[src/rtl/zeroheti_obi_xbar_demux.sv]
// Single-master to NumSlaves-slave OBI demultiplexer driven by a packed
// base/last address map. All in-flight transactions are kept on one target
// so responses return in order. Unmapped accesses are answered internally
// with an error response.
module zeroheti_obi_xbar_demux #(
   parameter int unsigned                 NumSlaves      = 7,
   // Index i lives at bits [32i+31:32i], so the lowest index is rightmost.
   parameter logic [NumSlaves*32-1:0]     AddrBase       = {32'h0002_0000, 32'h0000_A000, 32'h0000_5000,
                                                            32'h0000_2100, 32'h0000_2000, 32'h0000_1000,
                                                            32'h0000_0000},
   parameter logic [NumSlaves*32-1:0]     AddrLast       = {32'hFFFF_FFFF, 32'h0001_3000, 32'h0000_A000,
                                                            32'h0000_2114, 32'h0000_2100, 32'h0000_2000,
                                                            32'h0000_1000},
   parameter int unsigned                 MaxOutstanding = 4,
   parameter logic [31:0]                 ErrData        = 32'hBADC_AB1E
) (
   input  logic                      clk_i,
   input  logic                      rst_ni,
   input  logic                      m_req_i,
   input  logic [31:0]               m_addr_i,
   input  logic                      m_we_i,
   input  logic [3:0]                m_be_i,
   input  logic [31:0]               m_wdata_i,
   output logic                      m_gnt_o,
   output logic                      m_rvalid_o,
   output logic [31:0]               m_rdata_o,
   output logic                      m_err_o,
   output logic [NumSlaves-1:0]      s_req_o,
   output logic [31:0]               s_addr_o,
   output logic                      s_we_o,
   output logic [3:0]                s_be_o,
   output logic [31:0]               s_wdata_o,
   input  logic [NumSlaves-1:0]      s_gnt_i,
   input  logic [NumSlaves-1:0]      s_rvalid_i,
   input  logic [NumSlaves*32-1:0]   s_rdata_i,
   input  logic [NumSlaves-1:0]      s_err_i,
   output logic [3:0]                outstanding_o,
   output logic                      spurious_o
);

   // Handshake: a request is accepted in a cycle where m_req_i and m_gnt_o are
   // both high; every accepted request gets exactly one m_rvalid_o pulse, in
   // acceptance order. Master fields must be held while m_req_i=1 and m_gnt_o=0.

   localparam int unsigned     TgtW   = $clog2(NumSlaves + 1);
   localparam logic [TgtW-1:0] ErrTgt = TgtW'(NumSlaves);
   localparam logic [3:0]      MaxCnt = 4'(MaxOutstanding);

   logic [3:0]           cnt_q, cnt_d;
   logic [TgtW-1:0]      cur_tgt_q, cur_tgt_d;
   logic [3:0]           err_pend_q, err_pend_d;
   logic                 spurious_q, spurious_d;

   logic [TgtW-1:0]      tgt;
   logic                 stall;
   logic                 issue;
   logic [NumSlaves-1:0] s_req;
   logic                 gnt;
   logic                 rvalid;
   logic [31:0]          rdata;
   logic                 rerr;
   logic                 spur_hit;

   // Address decode: lowest matching region wins, no match selects the error target.
   always_comb begin
      tgt = ErrTgt;
      for (int i = int'(NumSlaves) - 1; i >= 0; i--) begin
         if ((m_addr_i >= AddrBase[32*i +: 32]) && (m_addr_i < AddrLast[32*i +: 32])) begin
            tgt = TgtW'(i);
         end
      end
   end

   // Issue gate and forwarding: only one target may hold in-flight transactions.
   always_comb begin
      stall = (cnt_q == MaxCnt) | ((cnt_q != 4'd0) & (tgt != cur_tgt_q));
      issue = m_req_i & ~stall;
      s_req = '0;
      gnt   = 1'b0;
      if (tgt == ErrTgt) begin
         gnt = issue;
      end else begin
         s_req[tgt] = issue;
         gnt        = issue & s_gnt_i[tgt];
      end
   end

   // Response path: internal error responses or the current target's response.
   always_comb begin
      rvalid = 1'b0;
      rdata  = '0;
      rerr   = 1'b0;
      if (cur_tgt_q == ErrTgt) begin
         if (err_pend_q != 4'd0) begin
            rvalid = 1'b1;
            rdata  = ErrData;
            rerr   = 1'b1;
         end
      end else if ((cnt_q != 4'd0) && s_rvalid_i[cur_tgt_q]) begin
         rvalid = 1'b1;
         rdata  = s_rdata_i[32*cur_tgt_q +: 32];
         rerr   = s_err_i[cur_tgt_q];
      end
   end

   // Any slave response that does not belong to an in-flight transaction.
   always_comb begin
      spur_hit = 1'b0;
      for (int j = 0; j < int'(NumSlaves); j++) begin
         if (s_rvalid_i[j] && ((cnt_q == 4'd0) || (TgtW'(j) != cur_tgt_q))) begin
            spur_hit = 1'b1;
         end
      end
   end

   // Next-state: in-flight count, current target, owed error responses, sticky flag.
   always_comb begin
      cnt_d      = cnt_q;
      cur_tgt_d  = cur_tgt_q;
      err_pend_d = err_pend_q;
      spurious_d = spurious_q | spur_hit;
      case ({gnt, rvalid})
         2'b10:   cnt_d = cnt_q + 4'd1;
         2'b01:   cnt_d = cnt_q - 4'd1;
         default: cnt_d = cnt_q;
      endcase
      if (gnt) begin
         cur_tgt_d = tgt;
      end
      case ({gnt & (tgt == ErrTgt), rvalid & (cur_tgt_q == ErrTgt)})
         2'b10:   err_pend_d = err_pend_q + 4'd1;
         2'b01:   err_pend_d = err_pend_q - 4'd1;
         default: err_pend_d = err_pend_q;
      endcase
   end

   // State registers.
   always_ff @(posedge clk_i or negedge rst_ni) begin
      if (!rst_ni) begin
         cnt_q      <= 4'd0;
         cur_tgt_q  <= '0;
         err_pend_q <= 4'd0;
         spurious_q <= 1'b0;
      end else begin
         cnt_q      <= cnt_d;
         cur_tgt_q  <= cur_tgt_d;
         err_pend_q <= err_pend_d;
         spurious_q <= spurious_d;
      end
   end

   // Outputs are forced low while reset is asserted, even though some are combinational.
   assign s_req_o       = s_req & {NumSlaves{rst_ni}};
   assign s_addr_o      = m_addr_i & {32{rst_ni}};
   assign s_we_o        = m_we_i & rst_ni;
   assign s_be_o        = m_be_i & {4{rst_ni}};
   assign s_wdata_o     = m_wdata_i & {32{rst_ni}};
   assign m_gnt_o       = gnt & rst_ni;
   assign m_rvalid_o    = rvalid & rst_ni;
   assign m_rdata_o     = rdata & {32{rst_ni}};
   assign m_err_o       = rerr & rst_ni;
   assign outstanding_o = cnt_q;
   assign spurious_o    = spurious_q;

endmodule

[config.mk]
export PLATFORM = sky130hd
export DESIGN_NAME = zeroheti_obi_xbar_demux
export DESIGN_NICKNAME = d
export VERILOG_FILES = /design/src/rtl/zeroheti_obi_xbar_demux.sv
export SDC_FILE = /design/constraint.sdc
export NUM_CORES = 1
export LEC_CHECK = 0
export BUFFER_PORTS_ARGS = -buffer_cell sky130_fd_sc_hd__buf_4
export CAP_MARGIN = 20
export CORE_AREA = 2 2 166 168
export DETAILED_ROUTE_END_ITERATION = 10
export DIE_AREA = 0 0 168 170
export GPL_TIMING_DRIVEN = 0
export PLACE_DENSITY_LB_ADDON = 0.12
export SYNTH_ARGS = -nofsm -noshare
export SYNTH_HDL_FRONTEND = slang
export SYNTH_SLANG_ARGS = --single-unit
[constraint.sdc]
create_clock -name clk_i -period 3.8 [get_ports clk_i]
set_clock_uncertainty 0.15 [all_clocks]
set_input_delay 0.19 -clock clk_i [delete_from_list [all_inputs] [get_ports clk_i]]
set_output_delay 0.19 -clock clk_i [all_outputs]
set_load 0.01 [all_outputs]
# Word-level counts from Yosys, hierarchy flattened
# Cells that the tools add are included.
# op_classes
addsub,4
order_cmp,17
n_eq_ne,14
n_shift,1
mux,34
bitwise,18
reduce_logical,29
# ops
op,n
$shiftx A224 B9 Y32,1
$and A32 B32 Y32,3
$lt A32 B14 Y1 const B,3
$mux W32,3
$ge A32 B14 Y1 const B,2
$ge A32 B1 Y1 const B,1
$ge A32 B13 Y1 const B,1
$ge A32 B15 Y1 const B,1
$ge A32 B16 Y1 const B,1
$ge A32 B18 Y1 const B,1
$lt A32 B13 Y1 const B,1
$lt A32 B16 Y1 const B,1
$lt A32 B17 Y1 const B,1
$lt A32 B32 Y1 const B,1
$mux W1,18
$logic_and A1 B1 Y1,16
$pmux W4 S2,2
$mux W3,5
$and A7 B7 Y7,2
$and A1 B1 Y1,9
$bmux W1 S3,3
$ne A3 B3 Y1 const A,3
$add A4 B1 Y4 const B,2
$lt A3 B4 Y1 const B,2
other kinds (20),34
# totals
ff_bits,12
inputBits,317
wordCells,121

# Logic depth before layout (Yosys ltp)
# logic_depth
ltp_word,19
ltp_mapped,17
depth_no_buf,15

# Least setup slack after synthesis
# No wires, ideal clock.
# synth_path
path_kind,input -> register
start,input port m_addr_i[26]
end,"register cnt_q[3], in the netlist outstanding_o[3]"
setup_ns,0.128
arrival_ns,2.939
slack_ns,0.584
cell_stages,17
cell_sequence,nor4_1 -> and4_1 -> buf_6 -> nand3_4 -> or2_1 -> buf_6 -> xnor2_4 -> a32oi_2 -> o22ai_2 -> inv_1 -> ha_1 -> ha_1 -> a21o_1 -> a21oi_1 -> xnor2_1 -> nor2_1 -> xor2_1
# synth_via
elab_chain_cells,18
elab_cells_between_ends,42
# synth_rtl
item,line,rtl
"start, declared",20,"input logic [31:0] m_addr_i,"
$ge A32 B18 Y1 or $lt A32 B32 Y1 (tied branches),68,if ((m_addr_i >= AddrBase[32*i +: 32]) && (m_addr_i < AddrLast[32*i +: 32])) begin
$logic_and A1 B1 Y1,68,
$mux W1,68,
$mux W2,68,
$mux W3 (4 in series),68,
$mux W3 (*),68,
$ne A3 B3 Y1,76,stall = (cnt_q == MaxCnt) | ((cnt_q != 4'd0) & (tgt != cur_tgt_q));
$and A1 B1 Y1,76,
$or A1 B1 Y1,76,
$not A1 Y1,77,issue = m_req_i & ~stall;
$and A1 B1 Y1,77,
$and A1 B1 Y1,84,gnt = issue & s_gnt_i[tgt];
$mux W1 (*),80,if (tgt == ErrTgt) begin
$eq A2 B1 Y1 or $eq A2 B2 Y1 (tied branches),122,"case ({gnt, rvalid})"
$pmux W4 S2 or $reduce_bool A2 Y1 (tied branches),--,
"end signal, assigned",145,cnt_q <= cnt_d;
"end, declared",49,"logic [3:0] cnt_q, cnt_d;"
# Every way passes the cells marked *; elsewhere a longest branch is shown, timed or not. The select of a mux whose other input is x is not followed.
# A chain may end at the register's enable or synchronous reset.

# Final worst setup path
# Same ends and word-level chain as after synthesis.

==> impl_metrics.py <==
metrics = {
    "critical_path": {
        "reg2reg_depth": 13,
        "crit_arrival_ns": 3.47,
        "r2r_end": "outstanding_o[3]$_DFFE_PN0P_",
        "crit_type": "in2reg",
        "startpoint_type": "primary input",
        "crit_path_max_fanout": 9,
        "crit_required_ns": 3.77,
        "critPathCaptureType": "flip-flop",
        "timing.rr.start": "outstanding_o[0]$_DFFE_PN0P_",
        "rrSetupSlack_ns": 0.33,
    },
    "worst_hold_path": {
        "whs_path_depth": 3,
        "worstHoldStart": "s_rvalid_i[3]",
        "hold_path.class": "in2reg",
        "min_delay_worst_endpoint": "spurious_o$_DFF_PN0_",
    },
    "yosys": {
        "synth_top_cell_area_share_pct": 20.0,
        "synth.most_common_cell": "and2_1",
        "async_flop_share_pct": 100,
        "syn_nets": 809,
        "yosysSeqAreaShare_pct": 7.85,
        "netlist_area_sq_mm": 0.00383,
        "synth_edf_count": 0,
        "synth_flop_cell": "dfrtp_1",
        "synth_area_leaders": "mux4_2 (20%), and2_1 (12%), o211ai_1 (10%), mux2i_1 (9.2%), dfrtp_1 (7.8%)",
        "avgSynthCellArea_sq_um": 7.91,
        "synth.distinct_cells": 54,
        "ys_warn_count": 0,
        "ys_ff_latch": 12,
        "synthCells": 484,
        "synth_top_area_cell": "mux4_2",
        "synth_common_cells": "and2_1 (73), o211ai_1 (53), nand2_1 (49)",
    },
    "timing": {
        "max_freq_mhz": 286,
        "finalSetupViolCount": 0,
        "rsz0062_at_grt": "no",
        "maxSlewViolCount": 0,
        "fin_crit_ns": 3.50,
        "worst_pin_slew_ns": 0.876,
        "hold_violations": 0,
        "slew_headroom_pct": 41.6,
        "min_period_over_period_pct": 92.1,
    },
    "pwr": {
        "ir_worst_vdd_uv": 298,
        "p_leak_nw": 3.60,
        "powerDensity_mw_per_mm2": 431,
    },
    "detailed_routing": {
        "ant_nets": 0,
        "vias": 5442,
        "routed_wl_um": 25200,
        "drc": 0,
        "detail_route.iter0.violations": 241,
        "post_drt_wl_per_cell_um": 20.0,
        "dr.pass1.iters": 4,
        "vias_per_cell": 4.33,
    },
    "final_layout": {
        "nNetsFinal": 1244,
        "antennaDiodeCount": 0,
        "nFillCells": 2945,
        "regArea_sq_um": 300,
        "multi_input_area_sq_mm": 0.00331,
        "final_cells": 1258,
        "final_cell_area_sq_mm": 0.00759,
        "drive_gt1_share_pct": 53.5,
        "area_growth_pct": 98.3,
    },
    "place": {
        "dp_hpwl_um": 21700,
        "io_buffers": 429,
        "post_dp_cell_area_sq_mm": 0.00747,
        "dp_cells": 1254,
        "gp_congestion": 0.808,
    },
    "clocking": {
        "cts_root_buf": "clkbuf_16",
        "cts_tree": "yes",
        "clockBufferDepth": 2,
        "clk_pin_slew_ns": 0.04,
        "cts_buffers": 3,
        "clock_sinks": 12,
        "cts_max_level": 1,
        "clock_latency_ns": 0.24,
    },
    "grt": {
        "antenna_found_initial": 0,
        "grt_pass1_vias": 5425,
        "grt_overflow_total": 0,
        "grt_max_degree": 16,
        "grt_pass1_wl_um": 34800,
        "grtUsageTotal_pct": 16.1,
    },
    "floorplan": {
        "die_x_um": 168,
        "io_pins": 433,
        "rows": 60,
        "dieArea_sq_mm": 0.0286,
        "core_sq_mm": 0.0267,
        "initial_utilization_pct": 14.4,
        "die_h_um": 170,
    },
    "flow_run": {
        "maxCapViolCount": 0,
    },
    "outcome": {
        "status": "completed",
    },
}
[worst max path at each step]
stage | start | to | slack [ns] | cells past startpoint
global route | m_addr_i[26] | outstanding_o[3]$_DFFE_PN0P_ | 0.05 | 17
finish | m_addr_i[26] | outstanding_o[3]$_DFFE_PN0P_ | 0.30 | 17
detailed placement | cur_tgt_q[0]$_DFFE_PN0P_ | outstanding_o[3]$_DFFE_PN0P_ | -0.27 | 13
CTS | cur_tgt_q[0]$_DFFE_PN0P_ | outstanding_o[3]$_DFFE_PN0P_ | 0.17 | 13
global placement | cur_tgt_q[0]$_DFFE_PN0P_ | outstanding_o[3]$_DFFE_PN0P_ | -0.26 | 13
floorplan | m_addr_i[26] | outstanding_o[3]$_DFFE_PN0P_ | 0.58 | 17
[cell families after synthesis]
kind of cell,Yosys count,synth area share [%]
AND/OR/NAND/NOR,197,27.9
AO/OA/AOI/OAI,126,22.2
multiplexers,71,29.7
buffers and inverters,60,6.57
flip-flops,12,7.85
XOR/XNOR,10,2.78
adder cells (fa/ha/maj),8,3.01
[power breakdown]
group          internal [mW]  total [mW]  switching [mW]
Sequential             0.171       0.218          0.0474
Combinational           1.34        2.87            1.53
Clock                  0.137       0.189          0.0521
Total                   1.65        3.27            1.63
[critical path: stages]
cell       delay (ns)
buf_4            0.12
nor4_1           0.29
and4_1           0.25
buf_6            0.15
nand3_4          0.08
a2bb2oi_1        0.15
a31oi_1          0.47
nand2_1          0.19
o22ai_4          0.28
inv_1            0.08
ha_1             0.24
ha_1             0.27
a21o_1           0.17
a21oi_1          0.17
xnor2_1          0.15
nor2_1           0.08
xor2_1           0.14
[layout by cell type (no fill, tap or decap), types with 3 or more instances in the layout]
cell type,n
a21o_1,3
a21oi_1,27
and2_1,73
buf_1,8
buf_2,6
buf_4,430
clkbuf_1,32
clkbuf_16,3
dfrtp_1,12
ha_1,6
inv_1,11
mux2i_1,35
mux4_2,34
nand2_1,49
nand3_1,4
nand4_1,8
nor2_1,27
nor2b_1,3
nor3_1,8
nor4_1,9
o211ai_1,53
o21ai_0,23
or2_2,3
xnor2_1,5
xor2_1,4
[routing by layer]
| layer | routed length (um) | track usage (%) | vias up | part of all wire (%) |
|---|---|---|---|---|
| li1 | - | - | 2688 | - |
| met1 | 10400 | 20.0 | 2567 | 42 |
| met2 | 13100 | 30.1 | 173 | 52 |
| met3 | 1380 | 2.47 | 14 | 5.5 |
| met4 | 242 | 1.59 | 0 | 0.96 |
| met5 | 0 | 0 | - | 0 |
[state kept, by name, summed over array words and instances (netlist names)]
register,flops
err_pend_q,4
outstanding_o,4
cur_tgt_q,3
spurious_o,1
[layout make-up]
cell class | count | area share [%]
Multi-Input combinational cell | 412 | 43.6
Timing Repair Buffer | 430 | 42.6
Tap cell | 341 | 5.62
Sequential cell | 12 | 3.96
Buffer | 49 | 2.77
Clock buffer | 3 | 0.989
Inverter | 11 | 0.544
[timing repair]
| item | in CTS | in global routing |
|---|---|---|
| pin swaps | 0 | 0 |
| buffers inserted | 0 | 0 |
| resized for setup | 3 | 3 |
| hold endpoints to repair | 12 | 0 |
| hold buffers | 1 | 0 |
| setup endpoints to repair | 32 | 2 |
[per-stage QoR]
stage               TNS (ns)  setup WS, ns  total power [mW]  util (%)  hold slack [ns]
detailed placement    -0.294        -0.270              3.12      28.0          -0.0909
finish                     0         0.302              3.27      28.5            0.105
floorplan                  0         0.584              1.92         -           -0.256
global route               0        0.0532              3.56      28.5            0.125
CTS                        0         0.165              3.34      28.4           0.0954
global placement      -0.312        -0.261              3.13      28.0          -0.0865
Power figures use the tool's default switching activity.
